--- config.mk ---
export PLATFORM = sky130hd
export DESIGN_NAME = four_to_two_request_encoder
export DESIGN_NICKNAME = d
export VERILOG_FILES = /design/src/rtl/four_to_two_request_encoder.sv
export SDC_FILE = /design/constraint.sdc
export NUM_CORES = 1
export LEC_CHECK = 0
export BUFFER_PORTS_ARGS = -buffer_cell sky130_fd_sc_hd__buf_2
export CAP_MARGIN = 10
export CORE_MARGIN = 4
export CORE_UTILIZATION = 28
export DETAILED_ROUTE_END_ITERATION = 10
export GPL_TIMING_DRIVEN = 0
export SYNTH_ARGS = -nofsm -noshare
export SYNTH_HDL_FRONTEND = slang
export SYNTH_SLANG_ARGS = --single-unit
export TNS_END_PERCENT = 20
--- constraint.sdc ---
create_clock -name clk -period 1.35 [get_ports clk]
set_input_delay 0.2025 -clock clk [delete_from_list [all_inputs] [get_ports clk]]
set_output_delay 0.2025 -clock clk [all_outputs]
set_load 0.01 [all_outputs]
--- src/rtl/four_to_two_request_encoder.sv ---
`default_nettype none
// ============================================================================
// Module      : four_to_two_request_encoder
// Description : Registered 4-to-2 request encoder. Request events are captured
//               into a pending mask. One 2-bit source index at a time is then
//               presented through a valid/ready output stage. The index is
//               chosen by round-robin or by fixed priority (lowest index wins).
// Ports       : clk          - clock, all state updates on the rising edge
//               reset_n      - synchronous active-low reset
//               enable       - 1 = capture req this cycle
//               req[3:0]     - request events, one bit per source
//               out_ready    - consumer accepts out_idx this cycle
//               out_valid    - out_idx holds a valid index (registered)
//               out_idx[1:0] - encoded source index (registered)
//               pending[3:0] - captured requests not yet loaded (registered)
//               grant_count  - accepted handshakes mod 2^CNT_W (registered)
// Revision    : 1.0 - initial release
// ============================================================================
module four_to_two_request_encoder #(
  parameter int RR_ENABLE = 1,
  parameter int CNT_W     = 8
) (
  input  logic             clk,
  input  logic             reset_n,
  input  logic             enable,
  input  logic [3:0]       req,
  input  logic             out_ready,
  output logic             out_valid,
  output logic [1:0]       out_idx,
  output logic [3:0]       pending,
  output logic [CNT_W-1:0] grant_count
);

  localparam logic [CNT_W-1:0] c_cnt_one = {{(CNT_W-1){1'b0}}, 1'b1};

  logic [1:0] ptr;
  logic [1:0] search_base;
  logic [1:0] cand;
  logic [1:0] pick_idx;
  logic       pick_found;
  logic       stage_free;
  logic       do_load;
  logic       do_accept;
  logic [3:0] load_mask;
  logic [3:0] req_in;

  // Fixed priority is a round-robin search that always starts at index 0.
  assign search_base = (RR_ENABLE != 0) ? ptr : 2'd0;

  // Walk the four candidates starting at search_base; the first set bit wins.
  always_comb begin
    pick_idx   = 2'd0;
    pick_found = 1'b0;
    cand       = 2'd0;
    for (int k = 0; k < 4; k++) begin
      cand = search_base + 2'(k);
      if (!pick_found && pending[cand]) begin
        pick_found = 1'b1;
        pick_idx   = cand;
      end
    end
  end

  assign stage_free = !out_valid || out_ready;
  assign do_load    = stage_free && pick_found;
  assign do_accept  = out_valid && out_ready;
  assign load_mask  = do_load ? (4'b0001 << pick_idx) : 4'b0000;
  assign req_in     = enable ? req : 4'b0000;

  // The new request is OR-ed in after the loaded bit is cleared, so a source
  // re-requesting in its own load cycle is serviced again later.
  always_ff @(posedge clk) begin
    if (!reset_n) begin
      pending     <= 4'b0000;
      out_valid   <= 1'b0;
      out_idx     <= 2'b00;
      grant_count <= '0;
    end else begin
      pending <= (pending & ~load_mask) | req_in;
      if (stage_free) begin
        out_valid <= pick_found;
        if (pick_found) begin
          out_idx <= pick_idx;
        end
      end
      if (do_accept) begin
        grant_count <= grant_count + c_cnt_one;
      end
    end
  end

  generate
    if (RR_ENABLE != 0) begin : g_rr_ptr
      always_ff @(posedge clk) begin
        if (!reset_n) begin
          ptr <= 2'd0;
        end else if (do_load) begin
          ptr <= pick_idx + 2'd1;
        end
      end
    end else begin : g_fixed_ptr
      assign ptr = 2'd0;
    end
  endgenerate

endmodule
`default_nettype wire

==> After elaboration in Yosys (flattened, before gate mapping) <==
Index checks and enable logic that the tools add are counted.
{ "op_classes": {"add_sub_neg": 5, "mul": 0, "n_div": 0, "order_cmp": 4, "n_eq_ne": 0, "n_shift": 1, "n_mux": 18, "n_bitwise": 3, "reduce_logical": 11} }
{ "op_table": {"columns": ["cell", "count"], "rows": [
  ["$lt 2x3->1 const B", 4],
  ["$add 8x1->8 const B", 1],
  ["$bmux 1 s2", 4],
  ["$mux 1", 8],
  ["$mux 2", 4],
  ["$mux 4", 2],
  ["$logic_and 1x1->1", 5],
  ["$add 2x1->2 const B", 2],
  ["$add 2x2->2 const B", 2],
  ["$and 4x4->4", 1],
  ["$logic_not 1->1", 4],
  ["$not 4->4", 1],
  ["$or 4x4->4", 1],
  ["$shl 1x2->4 const A", 1],
  ["$reduce_and 2->1", 1],
  ["$logic_or 1x1->1", 1]
]} }
{ "word_totals": {"ff_bits": 17, "latch_bits": 0, "ram_bits": 0, "mem_bits_ro": 0, "input_bits": 8, "out_inout_bits": 15, "word_cells": 47, "n_memories": 0} }

==> Logic depth before layout (Yosys ltp) <==
Gate-level depths: netlist of the first run.
{ "depth": {"word_depth": 17, "ltp_mapped": 7, "mapped_depth_nobuf": 7} }

==> Worst setup path after synthesis of the first run <==
Ideal clock, no wire load.
{ "synth_path": {"kind": "register to register", "start": "reg pending[2]", "end": "reg ptr[1]", "setup_time_ps": 132, "arrival_ps": 1438, "required_time_ps": 1218, "path_slack_ps": -220, "path_stages_with_launch": 7, "n_path_buf": 0, "synth_period_minus_slack_ps": 1570, "path_cell_list": "dfxtp_1 or3b_1 o221ai_1 inv_1 ha_1 nand3_1 a21oi_1"} }
{ "synth_via": {"elab_chain_cells": 13, "word_cells_on_any_way": 24, "classes_between": "add/sub (1); mux (16); reduce/logical (7)"} }
{ "synth_rtl": {"columns": ["element", "line", "rtl"], "rows": [
  ["start: declaration", "30", "output logic [3:0] pending,"],
  ["start signal: assignment", "79", "pending <= (pending & ~load_mask) | req_in;"],
  ["$bmux 1 s2", "57", "if (!pick_found && pending[cand]) begin"],
  ["$mux 1 (implied by the code)", "57", null],
  ["$mux 1", "57", null],
  ["$logic_not 1->1", "57", null],
  ["$logic_and 1x1->1", "57", null],
  ["$mux 1", "57", null],
  ["$logic_not 1->1", "57", null],
  ["$logic_and 1x1->1", "57", null],
  ["$mux 1", "57", null],
  ["$logic_not 1->1", "57", null],
  ["$logic_and 1x1->1", "57", null],
  ["$mux 2 (*)", "57", null],
  ["net pick_idx[0]", "39", "logic [1:0] pick_idx;"],
  ["$add 2x1->2 (*)", "98", "ptr <= pick_idx + 2'd1;"],
  ["end signal: assignment", "98", null],
  ["end: declaration", "36", "logic [1:0] ptr;"]
]} }
The timed path passes the listed nets; every way through them passes the cells marked *. The select of a mux whose other input is x is not followed.
A chain may end at the register's enable or synchronous reset.

==> Final worst setup path of the first run <==
{ "layout_path": {"start": "reg ptr[1]", "end": "reg ptr[1]"} }
{ "layout_via": {"elab_chain_cells": 13, "word_cells_on_any_way": 27, "classes_between": "add/sub (4); mux (16); reduce/logical (7)"} }
{ "layout_rtl": {"columns": ["element", "line"], "rows": [
  ["branches (longest 11 deep; another with $add 2x1->2)", null],
  ["$mux 2 (*)", "57"],
  ["net pick_idx[0]", "39"],
  ["$add 2x1->2 (*)", "98"]
]} }
Mark *: on every way through the listed nets, which the timed path passes. The select of a mux whose other input is x is not followed.

==> results of run 1 <==
Yosys cell counts (2+ instances only):
library cell  number
a21oi_1           11
clkbuf_1           2
dfxtp_1           17
ha_1               5
inv_1              8
mux2i_1            2
nand2_1           13
nand2b_1           3
nand3_1            5
nor2_1             5
nor4_1             2
o21ai_0            7
o31ai_1            2
o32ai_1            2
or4_1              2
xor2_1             2
final cells by class:
| type | instances | share of cell area, % |
|---|---|---|
| Sequential cell | 17 | 29.1 |
| Multi-Input combinational cell | 76 | 48.0 |
| Buffer | 2 | 0.605 |
| Tap cell | 31 | 3.13 |
| Timing Repair Buffer | 29 | 14.6 |
| Inverter | 8 | 2.42 |
| Clock buffer | 4 | 2.12 |
stage by stage:
stage | setup slack (ns) | TNS [ns] | total power [mW] | hold slack, ns
after floorplan | -0.0859 | -0.310 | 0.735 | 0.327
after global placement | -0.213 | -0.863 | 0.806 | 0.445
after detailed placement | -0.250 | -1.01 | 0.812 | 0.440
after CTS | -0.141 | -0.693 | 1.16 | 0.127
after global routing | -0.278 | -1.69 | 1.30 | 0.127
final | -0.192 | -0.963 | 1.23 | 0.126
worst max-delay path, cell delays in order (launching register included):
cell      delay (ns)
dfxtp_4         0.39
or3b_4          0.42
o221ai_4        0.10
inv_2           0.10
ha_4            0.27
nand3_2         0.06
a21oi_2         0.14
state kept, by name (all words and copies together), names as in the netlist:
register     cells
out_idx          2
pending          4
ptr              2
grant_count      8
out_valid        1
metal layers:
layer | up-vias | GRT usage, % | share of wire, %
li1 | 436 | - | -
met1 | 412 | 12.9 | 44
met2 | 16 | 19.2 | 49
met3 | 7 | 3.02 | 4.4
met4 | 0 | 5.66 | 2.9
met5 | - | 0 | 0
final timing paths:
kind	startpoint	endpoint	slack, ns	depth (start not counted)
max	ptr[1]$_SDFFE_PN0P_	ptr[1]$_SDFFE_PN0P_	-0.19	6
min	req[2]	pending[2]$_SDFF_PN0_	0.13	3
max reg2reg	ptr[1]$_SDFFE_PN0P_	ptr[1]$_SDFFE_PN0P_	-0.19	6
min reg2reg	grant_count[7]$_SDFFE_PN0P_	grant_count[7]$_SDFFE_PN0P_	0.47	2
what timing repair did:
action                                  in CTS  in global routing
buffers inserted                             4                  4
endpoints found under the setup margin       6                 12
resized for setup                           17                 18
hold buffers                                 0                  0
pin swaps                                    6                 11
power by group:
part	total, mW	leakage (nW)	internal, mW	switching, mW
clock	0.283	0.0150	0.115	0.168
sequential	0.596	0.144	0.539	0.0569
combinational	0.349	0.343	0.179	0.170
total	1.23	0.502	0.833	0.395
cells by family after synthesis:
group | synth area share (%)
AND/OR/NAND/NOR | 24.1
AO/OA/AOI/OAI | 20.3
flip-flops | 39.7
buffers and inverters | 4.37
adder cells (fa/ha/maj) | 7.29
XOR/XNOR | 2.04
multiplexers | 2.33
==> impl_metrics.csv, run 1 <==
group,metric,value,unit
detailed_routing,first_iter_violations,24,
finish,seqCellArea,362,sq um
sta,worst_slack,-0.192,ns
finish,multi_input_area,596,sq um
yosys,syn_area_per_cell,8.33,sq um
yosys,synth_cell_type_count,31,
finish,drive_above_1_share,45.6,%
finish,layout_commonest_cell,"buf_2",
floorplanning,core,0.00285,sq mm
place,dp_cells,155,
sta,worstMarginPinSlew,0.518,ns
place,place_area,0.00102,sq mm
finish,antennaDiodeCount,0,
finish,final_util,43.5,%
floorplanning,die_x,63.4,microns
finish,stdcell_area,0.00124,sq mm
sta,skew,0.00121,ns
run,drv_cap,0,
cts,cts.path.max_buffers,2,
cts,htree_levels,1,
run_status,violations,"setup timing",
sta,timing.final.crit_share,114,%
grt,grt_pass1_wl,3700,microns
yosys,ys_seq_area_share,39.7,%
finish,fin_nets,150,
place,numPortBuffers,21,
cts,cts_tree,"done",
hold_path,hp-class,"in -> reg",
floorplanning,row_count,19,
sta,rsz0062_at_grt,"yes",
floorplanning,ios,23,
pwr,pwr_density_cell,989,mW/mm^2
grt,antenna_found_initial,0,
cts,clk_pin_slew,0.10,ns
grt,track_usage,11.3,%
sta,period_needed,1.54,ns
cts,cts_buffers,3,
critical_path,end_kind,"flip-flop",
yosys,synthFlopType,"dfxtp_1",
finish,fillCellCount,288,
yosys,synth_top_area_share,39.7,%
cts,cts_sinks,17,
floorplanning,die_height,63.4,microns
sta,hold_violations,0,
sta,slew_headroom,65.1,%
pwr,p_leak,0.502,nW
floorplanning,start_util,30.1,%
yosys,syn-num-nets,116,
critical_path,path_class,"reg -> reg",
critical_path,cp-start-kind,"flip-flop",
pwr,ir_drop,0.259,mV
critical_path,cp_max_fo,6,
floorplanning,die-area,0.00402,sq mm
sta,report.final.setup_viol,8,
detailed_routing,ant_nets,0,
grt,first_global_vias,847,
finish,final_cell_mix,"buf_2, nand2_1, a21oi_1, dfxtp_1, buf_4",
yosys,synth_area_leaders,"dfxtp_1, ha_1, a21oi_1",
finish,stdcell_count,167,
detailed_routing,first_pass_iters,4,
detailed_routing,viasPerCell,5.22,
finish,area_delta_synth_final,44.6,%
yosys,synth-edff-count,0,
detailed_routing,vias,871,
detailed_routing,drcViolationCount,0,
cts,root_buffer,"clkbuf_4",
yosys,netlist_area,858,sq um
yosys,async_flop_share,0,%
critical_path,required,1.58,ns
grt,grt_max_degree,11,
grt,overflow,0,
yosys,yosys_warnings,0,
cts,clkLatencyLatePin,0.29,ns
run_status,outcome,"finished with violations",
place,gp_congestion,0.842,
yosys,syn_inst,103,
sta,slew_violations,0,
critical_path,worstPathArrival,1.77,ns
sta,max_freq,0.649,GHz
yosys,synth_seq_cells,17,
detailed_routing,drt-total-wl,2200,microns
place,dp_hpwl,1500,microns
detailed_routing,wire_per_inst,13.2,microns
yosys,synth_top_area_cell,"dfxtp_1",
No activity file was read; power rests on OpenSTA's default activity.
==> inputs of run 2 (changes only) <==
--- a/config.mk
+++ b/config.mk
@@ -11,6 +11,7 @@
 export CORE_UTILIZATION = 28
 export DETAILED_ROUTE_END_ITERATION = 10
 export GPL_TIMING_DRIVEN = 0
+export PLACE_DENSITY_LB_ADDON = 0.05
 export SYNTH_ARGS = -nofsm -noshare
 export SYNTH_HDL_FRONTEND = slang
 export SYNTH_SLANG_ARGS = --single-unit
==> impl_metrics.csv, run 2 (synthesized netlist as in run 1, its figures left out) <==
group,metric,value,unit
run_status,outcome,"finished with violations",
run_status,violations,"setup timing",
floorplanning,ios,23,
critical_path,cp-start-kind,"flip-flop",
finish,final_util,41.2,%
sta,rsz0062_at_grt,"yes",
detailed_routing,ant_nets,0,
place,dp_cells,155,
finish,drive_above_1_share,41.7,%
sta,slew_headroom,67.1,%
hold_path,hp-class,"in -> reg",
run,drv_cap,0,
cts,cts_buffers,3,
finish,stdcell_count,163,
sta,hold_violations,0,
pwr,power_switching,0.367,mW
grt,overflow,0,
sta,worstMarginPinSlew,0.493,ns
critical_path,path_class,"reg -> reg",
critical_path,required,1.57,ns
pwr,seqPwrFrac,51.2,%
grt,track_usage,11.3,%
grt,grt_pass1_wl,3670,microns
floorplanning,die-area,0.00402,sq mm
cts,htree_levels,1,
place,place_area,0.00102,sq mm
pwr,p_int,0.803,mW
sta,worst_slack,-0.183,ns
finish,largest_reg_flops,8,
place,gp_congestion,0.778,
detailed_routing,viasPerCell,5.13,
finish,fillCellCount,312,
finish,stdcell_area,0.00118,sq mm
cts,cts.path.max_buffers,2,
grt,grt_max_degree,11,
critical_path,cpPeakStageDelay,0.42,ns
critical_path,end_kind,"flip-flop",
finish,layout_commonest_cell,"buf_2",
cts,cts_sinks,17,
pwr,clock_power_share,23.9,%
detailed_routing,drcViolationCount,0,
detailed_routing,first_iter_violations,47,
grt,first_global_vias,842,
pwr,p_comb_share,24.9,%
place,dp_slack,-0.257,ns
floorplanning,start_util,30.1,%
cts,root_buffer,"clkbuf_4",
critical_path,cp_max_fo,8,
hold_path,hp-start,"req[0]",
finish,regMostFlops,"grant_count",
pwr,p_leak,0.476,nW
critical_path,critPathSlowestCell,"dfxtp_4",
floorplanning,row_count,19,
place,dp_hpwl,1520,microns
pwr,ir_drop,0.620,mV
grt,antenna_found_initial,0,
detailed_routing,drt-total-wl,2060,microns
detailed_routing,first_pass_iters,4,
critical_path,path_cells,"or3b_4 > o221ai_4 > inv_2 > ha_4 > nand3_2 > a21oi_1",
floorplanning,core,0.00285,sq mm
pwr,p_sw_share,31.4,%
sta,period_needed,1.53,ns
cts,clk_pin_slew,0.11,ns
finish,seqCellArea,362,sq um
finish,area_delta_synth_final,37.0,%
pwr,pwr_density_cell,995,mW/mm^2
floorplanning,die_height,63.4,microns
floorplanning,die_x,63.4,microns
sta,skew,0.0102,ns
cts,cts_tree,"done",
critical_path,cp-startpoint,"pending[2]$_SDFF_PN0_",
finish,fin_nets,146,
detailed_routing,vias,837,
cts,clkLatencyLatePin,0.30,ns
sta,timing.final.crit_share,114,%
finish,antennaDiodeCount,0,
sta,report.final.setup_viol,6,
cts,hold_buffers,0,
sta,max_freq,0.652,GHz
finish,final_cell_mix,"buf_2, nand2_1, a21oi_1",
critical_path,rr_startpoint,"pending[2]$_SDFF_PN0_",
critical_path,worstPathArrival,1.75,ns
detailed_routing,wire_per_inst,12.6,microns
finish,reg_top3,"grant_count: 8 flops, pending: 4 flops",
finish,multi_input_area,577,sq um
place,numPortBuffers,21,
sta,slew_violations,0,
## run 2: worst max-delay path, delay by kind of cell (launching register included)
family | cells | cell delay [ns]
compound gates | 2 | 0.21
fa+ha+maj | 1 | 0.27
buf+inv | 1 | 0.09
flops | 1 | 0.42
simple gates | 2 | 0.46
## run 2: layout make-up
| type | instances | share of cell area, % |
|---|---|---|
| inverters | 8 | 2.55 |
| flip-flops and latches | 17 | 30.7 |
| clock buffers | 4 | 2.23 |
| multi-input cells | 76 | 49.0 |
| repair buffers | 25 | 11.5 |
| plain buffers | 2 | 0.638 |
| well taps | 31 | 3.30 |
## run 2: routing by layer
layer	routed length [microns]	GRT usage [%]	up-vias
met1	913	12.0	392
met3	84	4.09	2
met5	0	0	-
met4	18	3.77	0
met2	1040	20.6	14
li1	-	-	429
## run 2: power groups by stage
stage / sequential [mW] / combinational [mW] / clock (mW)
after detailed placement: 0.593 / 0.219 / 0
after global placement: 0.591 / 0.220 / 0
final: 0.599 / 0.291 / 0.280
after CTS: 0.594 / 0.272 / 0.289
after floorplan: 0.595 / 0.140 / 0
after global routing: 0.610 / 0.328 / 0.306
## run 2: final timing paths
check                                              endpoint  slack, ns  cells after the start
worst min register to register  grant_count[7]$_SDFFE_PN0P_       0.47                      2
worst min-delay path                  pending[0]$_SDFF_PN0_       0.13                      3
worst max-delay path                    ptr[1]$_SDFFE_PN0P_      -0.18                      6
worst max register to register          ptr[1]$_SDFFE_PN0P_      -0.18                      6
## run 2: stage by stage
stage / hold slack [ns] / total power, mW / TNS [ns]
after global placement: 0.449 / 0.811 / -1.05
final: 0.131 / 1.17 / -0.830
after global routing: 0.142 / 1.24 / -1.43
after floorplan: 0.327 / 0.735 / -0.310
after CTS: 0.132 / 1.16 / -0.981
after detailed placement: 0.454 / 0.812 / -1.16
## run 2: timing repair
action                     4_1_cts  5_1_grt
resized for setup               16       11
pin swaps                        7        3
setup endpoints to repair        7       12
setup buffers                    1        3
